## src/rtl/uart_pkg.sv

```systemverilog
// Shared UART definitions: FSM state encodings, default line constants and bit-period math.
// Used by both the rx front end and the baud tick generator.
`ifndef UART_PKG_SV
`define UART_PKG_SV

`define UART_BIT_CYC(clk_hz, baud) ((clk_hz) / (baud))

package uart_pkg;

  localparam int unsigned DEF_CLK_FREQ = 100_000_000;
  localparam int unsigned DEF_BAUD     = 115_200;

  typedef enum logic [2:0] {
    ST_IDLE   = 3'd0,
    ST_START  = 3'd1,
    ST_DATA   = 3'd2,
    ST_PARITY = 3'd3,
    ST_STOP   = 3'd4
  } uart_state_e;

  function automatic int unsigned bit_cyc(input int unsigned clk_hz, input int unsigned baud);
    return `UART_BIT_CYC(clk_hz, baud);
  endfunction

endpackage

`endif

```

## src/rtl/uart_baud_tick.sv

```systemverilog
// Bit-period counter 0..BIT_CYC-1 with synchronous clear; flags the half-bit and last-cycle counts.
// Zero latency (flags decode the current count); no backpressure, free-running unless cleared.
module uart_baud_tick
  import uart_pkg::*;
#(
  parameter int unsigned BIT_CYC = bit_cyc(DEF_CLK_FREQ, DEF_BAUD)
) (
  input  logic clk_i,
  input  logic rst_i,
  input  logic clr_i,
  output logic half_o,
  output logic full_o
);

  localparam int unsigned    CW   = (BIT_CYC > 2) ? $clog2(BIT_CYC) : 1;
  localparam logic [CW-1:0]  HALF = CW'(BIT_CYC / 2);
  localparam logic [CW-1:0]  LAST = CW'(BIT_CYC - 1);

  logic [CW-1:0] cnt_q, cnt_d;

  always_comb begin
    cnt_d = cnt_q + CW'(1);
    if (clr_i || (cnt_q == LAST)) cnt_d = '0;
  end

  always_ff @(posedge clk_i or posedge rst_i) begin
    if (rst_i) cnt_q <= '0;
    else       cnt_q <= cnt_d;
  end

  assign half_o = (cnt_q == HALF);
  assign full_o = (cnt_q == LAST);

endmodule

```

## src/rtl/uart_rx_bram_wr.sv

```systemverilog
// UART 8N1 receiver writing each good byte to a BRAM port at an auto-incrementing address (8E1 when UART_RX_PARITY_EN is defined).
// Latency: bram_we one cycle after the mid-stop-bit sample; no backpressure, the BRAM port must accept every strobe.
module uart_rx_bram_wr
  import uart_pkg::*;
#(
  parameter int unsigned CLK_FREQ = DEF_CLK_FREQ,
  parameter int unsigned BAUD     = DEF_BAUD,
  parameter int unsigned ADDR_W   = 4
) (
  input  logic              sys_clk,
  input  logic              sys_rst,
  input  logic              rx,
  output logic              bram_we,
  output logic [ADDR_W-1:0] bram_addr,
  output logic [7:0]        bram_din,
  output logic              frame_err,
  output logic [ADDR_W:0]   byte_cnt
);

  localparam int unsigned   BIT_CYC = bit_cyc(CLK_FREQ, BAUD);
  localparam logic [ADDR_W:0] CNT_MAX = (ADDR_W+1)'(2 ** ADDR_W);

  logic              rx_meta_q, rx_s_q, rx_prev_q;
  uart_state_e       state_q, state_d;
  logic [2:0]        bit_idx_q, bit_idx_d;
  logic [7:0]        shift_q, shift_d;
  logic              we_q, we_d;
  logic              ferr_q, ferr_d;
  logic [ADDR_W-1:0] addr_q, addr_d;
  logic [7:0]        din_q, din_d;
  logic [ADDR_W-1:0] wr_ptr_q, wr_ptr_d;
  logic [ADDR_W:0]   cnt_q, cnt_d;
  logic              tick_clr, tick_half, tick_full;
  logic              frame_ok;

  uart_baud_tick #(.BIT_CYC(BIT_CYC)) u_baud_tick (
    .clk_i  (sys_clk),
    .rst_i  (sys_rst),
    .clr_i  (tick_clr),
    .half_o (tick_half),
    .full_o (tick_full)
  );

`ifdef UART_RX_PARITY_EN
  logic par_q, par_d;
  // Even parity: data bits plus parity bit must XOR to zero.
  assign frame_ok = rx_s_q && !(^shift_q ^ par_q);
`else
  assign frame_ok = rx_s_q;
`endif

  always_comb begin
    state_d   = state_q;
    bit_idx_d = bit_idx_q;
    shift_d   = shift_q;
    we_d      = 1'b0;
    ferr_d    = 1'b0;
    addr_d    = addr_q;
    din_d     = din_q;
    wr_ptr_d  = wr_ptr_q;
    cnt_d     = cnt_q;
    tick_clr  = 1'b0;
`ifdef UART_RX_PARITY_EN
    par_d     = par_q;
`endif
    case (state_q)
      ST_IDLE: begin
        if (rx_prev_q && !rx_s_q) begin
          state_d  = ST_START;
          tick_clr = 1'b1;
        end
      end
      ST_START: begin
        // Re-aligning the counter at half a bit puts every later full tick mid-bit.
        if (tick_half) begin
          if (rx_s_q) begin
            state_d = ST_IDLE;
          end else begin
            state_d   = ST_DATA;
            tick_clr  = 1'b1;
            bit_idx_d = 3'd0;
          end
        end
      end
      ST_DATA: begin
        if (tick_full) begin
          shift_d   = {rx_s_q, shift_q[7:1]};
          bit_idx_d = bit_idx_q + 3'd1;
          if (bit_idx_q == 3'd7) begin
`ifdef UART_RX_PARITY_EN
            state_d = ST_PARITY;
`else
            state_d = ST_STOP;
`endif
          end
        end
      end
`ifdef UART_RX_PARITY_EN
      ST_PARITY: begin
        if (tick_full) begin
          par_d   = rx_s_q;
          state_d = ST_STOP;
        end
      end
`endif
      ST_STOP: begin
        // Leave at mid stop bit so a back-to-back start edge is not missed.
        if (tick_full) begin
          state_d = ST_IDLE;
          if (frame_ok) begin
            we_d     = 1'b1;
            addr_d   = wr_ptr_q;
            din_d    = shift_q;
            wr_ptr_d = wr_ptr_q + ADDR_W'(1);
            if (cnt_q != CNT_MAX) cnt_d = cnt_q + (ADDR_W+1)'(1);
          end else begin
            ferr_d = 1'b1;
          end
        end
      end
      default: state_d = ST_IDLE;
    endcase
  end

  always_ff @(posedge sys_clk or posedge sys_rst) begin
    if (sys_rst) begin
      rx_meta_q <= 1'b1;
      rx_s_q    <= 1'b1;
      rx_prev_q <= 1'b1;
      state_q   <= ST_IDLE;
      bit_idx_q <= 3'd0;
      shift_q   <= 8'd0;
      we_q      <= 1'b0;
      ferr_q    <= 1'b0;
      addr_q    <= '0;
      din_q     <= 8'd0;
      wr_ptr_q  <= '0;
      cnt_q     <= '0;
`ifdef UART_RX_PARITY_EN
      par_q     <= 1'b0;
`endif
    end else begin
      rx_meta_q <= rx;
      rx_s_q    <= rx_meta_q;
      rx_prev_q <= rx_s_q;
      state_q   <= state_d;
      bit_idx_q <= bit_idx_d;
      shift_q   <= shift_d;
      we_q      <= we_d;
      ferr_q    <= ferr_d;
      addr_q    <= addr_d;
      din_q     <= din_d;
      wr_ptr_q  <= wr_ptr_d;
      cnt_q     <= cnt_d;
`ifdef UART_RX_PARITY_EN
      par_q     <= par_d;
`endif
    end
  end

  assign bram_we   = we_q;
  assign frame_err = ferr_q;
  assign bram_addr = addr_q;
  assign bram_din  = din_q;
  assign byte_cnt  = cnt_q;

endmodule

```

## config.mk

```make
export PLATFORM = sky130hd
export DESIGN_NAME = uart_rx_bram_wr
export DESIGN_NICKNAME = d
export VERILOG_FILES = /design/src/rtl/uart_pkg.sv /design/src/rtl/uart_baud_tick.sv /design/src/rtl/uart_rx_bram_wr.sv
export SDC_FILE = /design/constraint.sdc
export NUM_CORES = 1
export LEC_CHECK = 0
export CAP_MARGIN = 20
export CORE_MARGIN = 1.5
export CORE_UTILIZATION = 50
export CTS_CLUSTER_SIZE = 24
export DETAILED_ROUTE_END_ITERATION = 6
export MAX_ROUTING_LAYER = met4
export PLACE_DENSITY = 0.76
export SETUP_SLACK_MARGIN = 0.3
export SLEW_MARGIN = 20
export SYNTH_ARGS = -nofsm -noshare
export SYNTH_HDL_FRONTEND = slang
export SYNTH_SLANG_ARGS = --single-unit
```

## constraint.sdc

```tcl
create_clock -name sys_clk -period 1.96 [get_ports sys_clk]
set_clock_uncertainty 0.05 [all_clocks]
set_input_delay 0.196 -clock sys_clk [delete_from_list [all_inputs] [get_ports sys_clk]]
set_output_delay 0.196 -clock sys_clk [all_outputs]
set_load 0.01 [all_outputs]
```

==> out/results.txt <==
Category of the worst setup path capture point: a flop. By startpoint and endpoint, the worst setup path is classified as flop to flop. From left edge to right edge, the die measures 68.72 um.

At the later pin of the worst-skew pair, clock insertion delay measures 290 ps. After detailed routing, the total wire length is 3.848 mm. The total negative slack for setup checks was 0 ps; the peak supply drop was 596.6 uV.

Of all nets on the critical path, the largest fanout is 4. Summed over all cells, the static leakage comes to 1.297 nW. Setup repair after global routing could not meet its margin everywhere. The total iterations of the first detailed-routing run came out at 4. The effective utilization at floorplan is 0.5285, and the remaining design rule violation count is 0. The initial antenna violation count came out at 0. For the placer's final routability congestion estimate, the log shows 0.9084.

Delay of the slowest critical-path stage: 420 ps. By area the synthesized netlist is led by dfrtp_1 (54%), mux2_2 (12%), ha_1 (4.1%). The detailed router placed 1390 vias in this run. The tools report the worst setup slack after layout as 98.41 ps. At the placement stage, the worst setup path has a slack of 74.89 ps.

The final max-slew violation count is 0, and the post-synthesis average cell area is 13.17 um2. Depth of the CTS H-tree: 2. Among all stages on the critical path, the largest delay is contributed by or3b_4. The synthesized netlist occupies a cell area of 2160 um2.

The average vias per placed instance came out at 5.430. For the maximum number of pins on one net before global-route repair, the log shows 21. The final-report hold violation count came out at 0.

For the worst setup path, the data arrival time is 2000 ps. Y dimension of the die: 68.72 um. Counting the buffers created by CTS gives 5. The largest total area in the synthesized netlist belongs to dfrtp_1. The worst setup path is launched from a flop. The share of cells above drive strength 1 is 0.3058. The detail route stage leaves a number of antenna-violating nets equal to 0. The share of synthesized area occupied by flip-flops and latches was 0.5811; the number of cells on the worst reg-to-reg path was 5.

Derived from the worst setup path, the maximum achievable clock frequency is 537.2 MHz. Broken down by cell family, the worst path's largest delay share belongs to simple AND/OR/NAND/NOR gates. Dividing the detail-routed wire length by the instance count gives 15.03 um. Counting every instance in the synthesized netlist gives 164.

Input and output buffers added on the ports amount to 21. The path class of the tightest hold or removal check is input port to async pin. The tightest slew margin relative to the limit was 0.6965. The first routing iteration left 36 violations.

During synthesis, Yosys emitted a total of 0 warnings. The final core utilization was 0.6806. The first global-routing pass estimated 6.361 mm of wire. Leaving out fill and tap cells, the most frequent cells in the layout are dfrtp_1 (45), mux2_4 (21), clkdlybuf4s50_1 (21), buf_4 (11), nor2_1 (9). The power density over the cells works out to 764.6 nW/um2. Compared with the post-synthesis result, the final layout area differs by 28.80%. Number of nets in the layout: 215. Counting distinct cell types in the post-synthesis netlist gives 36.

The number of synthesized register bits is 50. The count of cell instances traversed by the critical path was 5; the antenna cell count was 0. After clock tree synthesis, the clock-pin slew on the worst setup and hold paths is 90 ps. The slew at the pin closest to its max-slew limit was 451.7 ps; the number of buffer and inverter stages on the critical path was 1.

In this run the deepest clock path goes through 2 buffers. The critical path goes through or3b_4 > nor4_4 > buf_4 > o31a_1 > mux2_4. TritonCTS built the clock tree.

The portion of the clock cycle consumed by the worst path in the final layout was 0.9498; the all-layer global routing usage was 0.1900. The die covers 4722 um2. Clock sink total: 50. The minimum clock period is 1862 ps. The root buffer cell chosen for the clock tree is clkbuf_8. The via count of the first global-routing pass is 1388. The run finished with clean final reports.

The library cell used most frequently in the layout, excluding fill and tap cells, is dfrtp_1. The tools report the global route total overflow as 0. The synthesized netlist net count is 174, and the standard cell core area is 4086 um2.

The initialized floorplan defines 23 standard-cell rows. Once detailed placement completed, the half-perimeter wirelength came to 2.885 mm. 22 I/O pins were placed. At the worst endpoint, the required time is 2100 ps. The proportion of netlist area held by the largest area contributor was 0.5446. Setup violations remaining at the end of the flow were counted as 0.

Across the run, the number of max-cap violations was 0.
[repair_timing]
action | 4_1_cts | 5_1_grt
endpoints found under the setup margin | 41 | 44
cloned | 1 | 0
pin swaps | 3 | 1
gates resized for setup | 18 | 1
endpoints found under the hold margin | 0 | 0
setup buffers | 6 | 0
hold buffers | 0 | 0
[sequential cells by signal, indices dropped and copies added (netlist names), 3 cells and up]
signal             cells
wr_ptr_q               4
byte_cnt               5
bit_idx_q              3
u_baud_tick.cnt_q     10
bram_din               8
state_q                3
shift_q                8
bram_addr              4
[stage by stage]
step	hold slack [ps]	cell area [um2]	cells	total power [W]
finish	92.72	2781	256	0.002127
global route	97.41	2781	256	0.002255
CTS	87.05	2774	256	0.002150
detailed placement	299.6	2564	241	0.001532
global placement	297.8	2564	241	0.001512
floorplan	150.5	2241	164	0.001440
[layer usage]
metal,vias to the layer above,global-route usage,wire length (um)
met1,702,0.2332,1722
met3,4,0.04383,89
li1,662,-,-
met2,22,0.3101,1996
met5,-,-,0
met4,0,0.06618,39
[final cells by class]
class	instances	area, um2
fill	288	1305
sequential	50	1257
clock inverter	3	23.77
tap	50	62.56
clock buffer	5	68.82
inverter	5	18.77
timing repair buffer	36	344.1
multi-input combinational	107	1006
[kinds of logic (layout without fill, tap and decap cells)]
group           count (synthesis)  in the layout  share of synthesized area
simple gates                   55             55                     0.1553
flops                          50             50                     0.5811
mux                            24             24                     0.1251
xor+xnor                       14             14                    0.05678
fa+ha+maj                       7              7                    0.04055
compound gates                  7              7                    0.02492
buf+inv                         7             49                    0.01622
[worst paths after layout]
check | slack [ps] | end | start
worst max-delay path | 100 | byte_cnt[1] | u_baud_tick.cnt_q[2]
max in group asynchronous | 1200 | u_baud_tick.cnt_q[0] | sys_rst
worst max register to register | 100 | byte_cnt[1] | u_baud_tick.cnt_q[2]
min in group sys_clk | 260 | rx_meta_q | rx
worst min-delay path | 90 | byte_cnt[3] | sys_rst
worst min register to register | 300 | frame_ok | rx_meta_q
[power breakdown]
| group | switching, W | internal [W] |
|---|---|---|
| logic | 0.000165 | 0.000175 |
| clock network | 0.000336 | 0.000255 |
| registers | 0.0000859 | 0.00111 |
| total | 0.000587 | 0.00154 |
[cells in the mapped netlist (all sizes together)]
| cell | number |
|---|---|
| nand3b | 2 |
| nand3 | 7 |
| nand2 | 9 |
| nor4bb | 1 |
| inv | 5 |
| dfstp | 3 |
| o31a | 2 |
| nand4bb | 1 |
| and4b | 1 |
| buf | 2 |
| nor4b | 1 |
| nand2b | 1 |
| xnor2 | 7 |
| ha | 7 |
| nand4b | 2 |
| nor2 | 10 |
| nor3b | 2 |
| or3b | 2 |
| nand4 | 5 |
| and3 | 3 |
| and4 | 1 |
| a21o | 1 |
| and2 | 2 |
| xor2 | 7 |
| mux2 | 24 |
| a21oi | 1 |
| nor2b | 1 |
| nor3 | 2 |
| a22o | 2 |
| dfrtp | 47 |
| a31oi | 1 |
| nor4 | 2 |
Power figures use the tool's default switching activity.
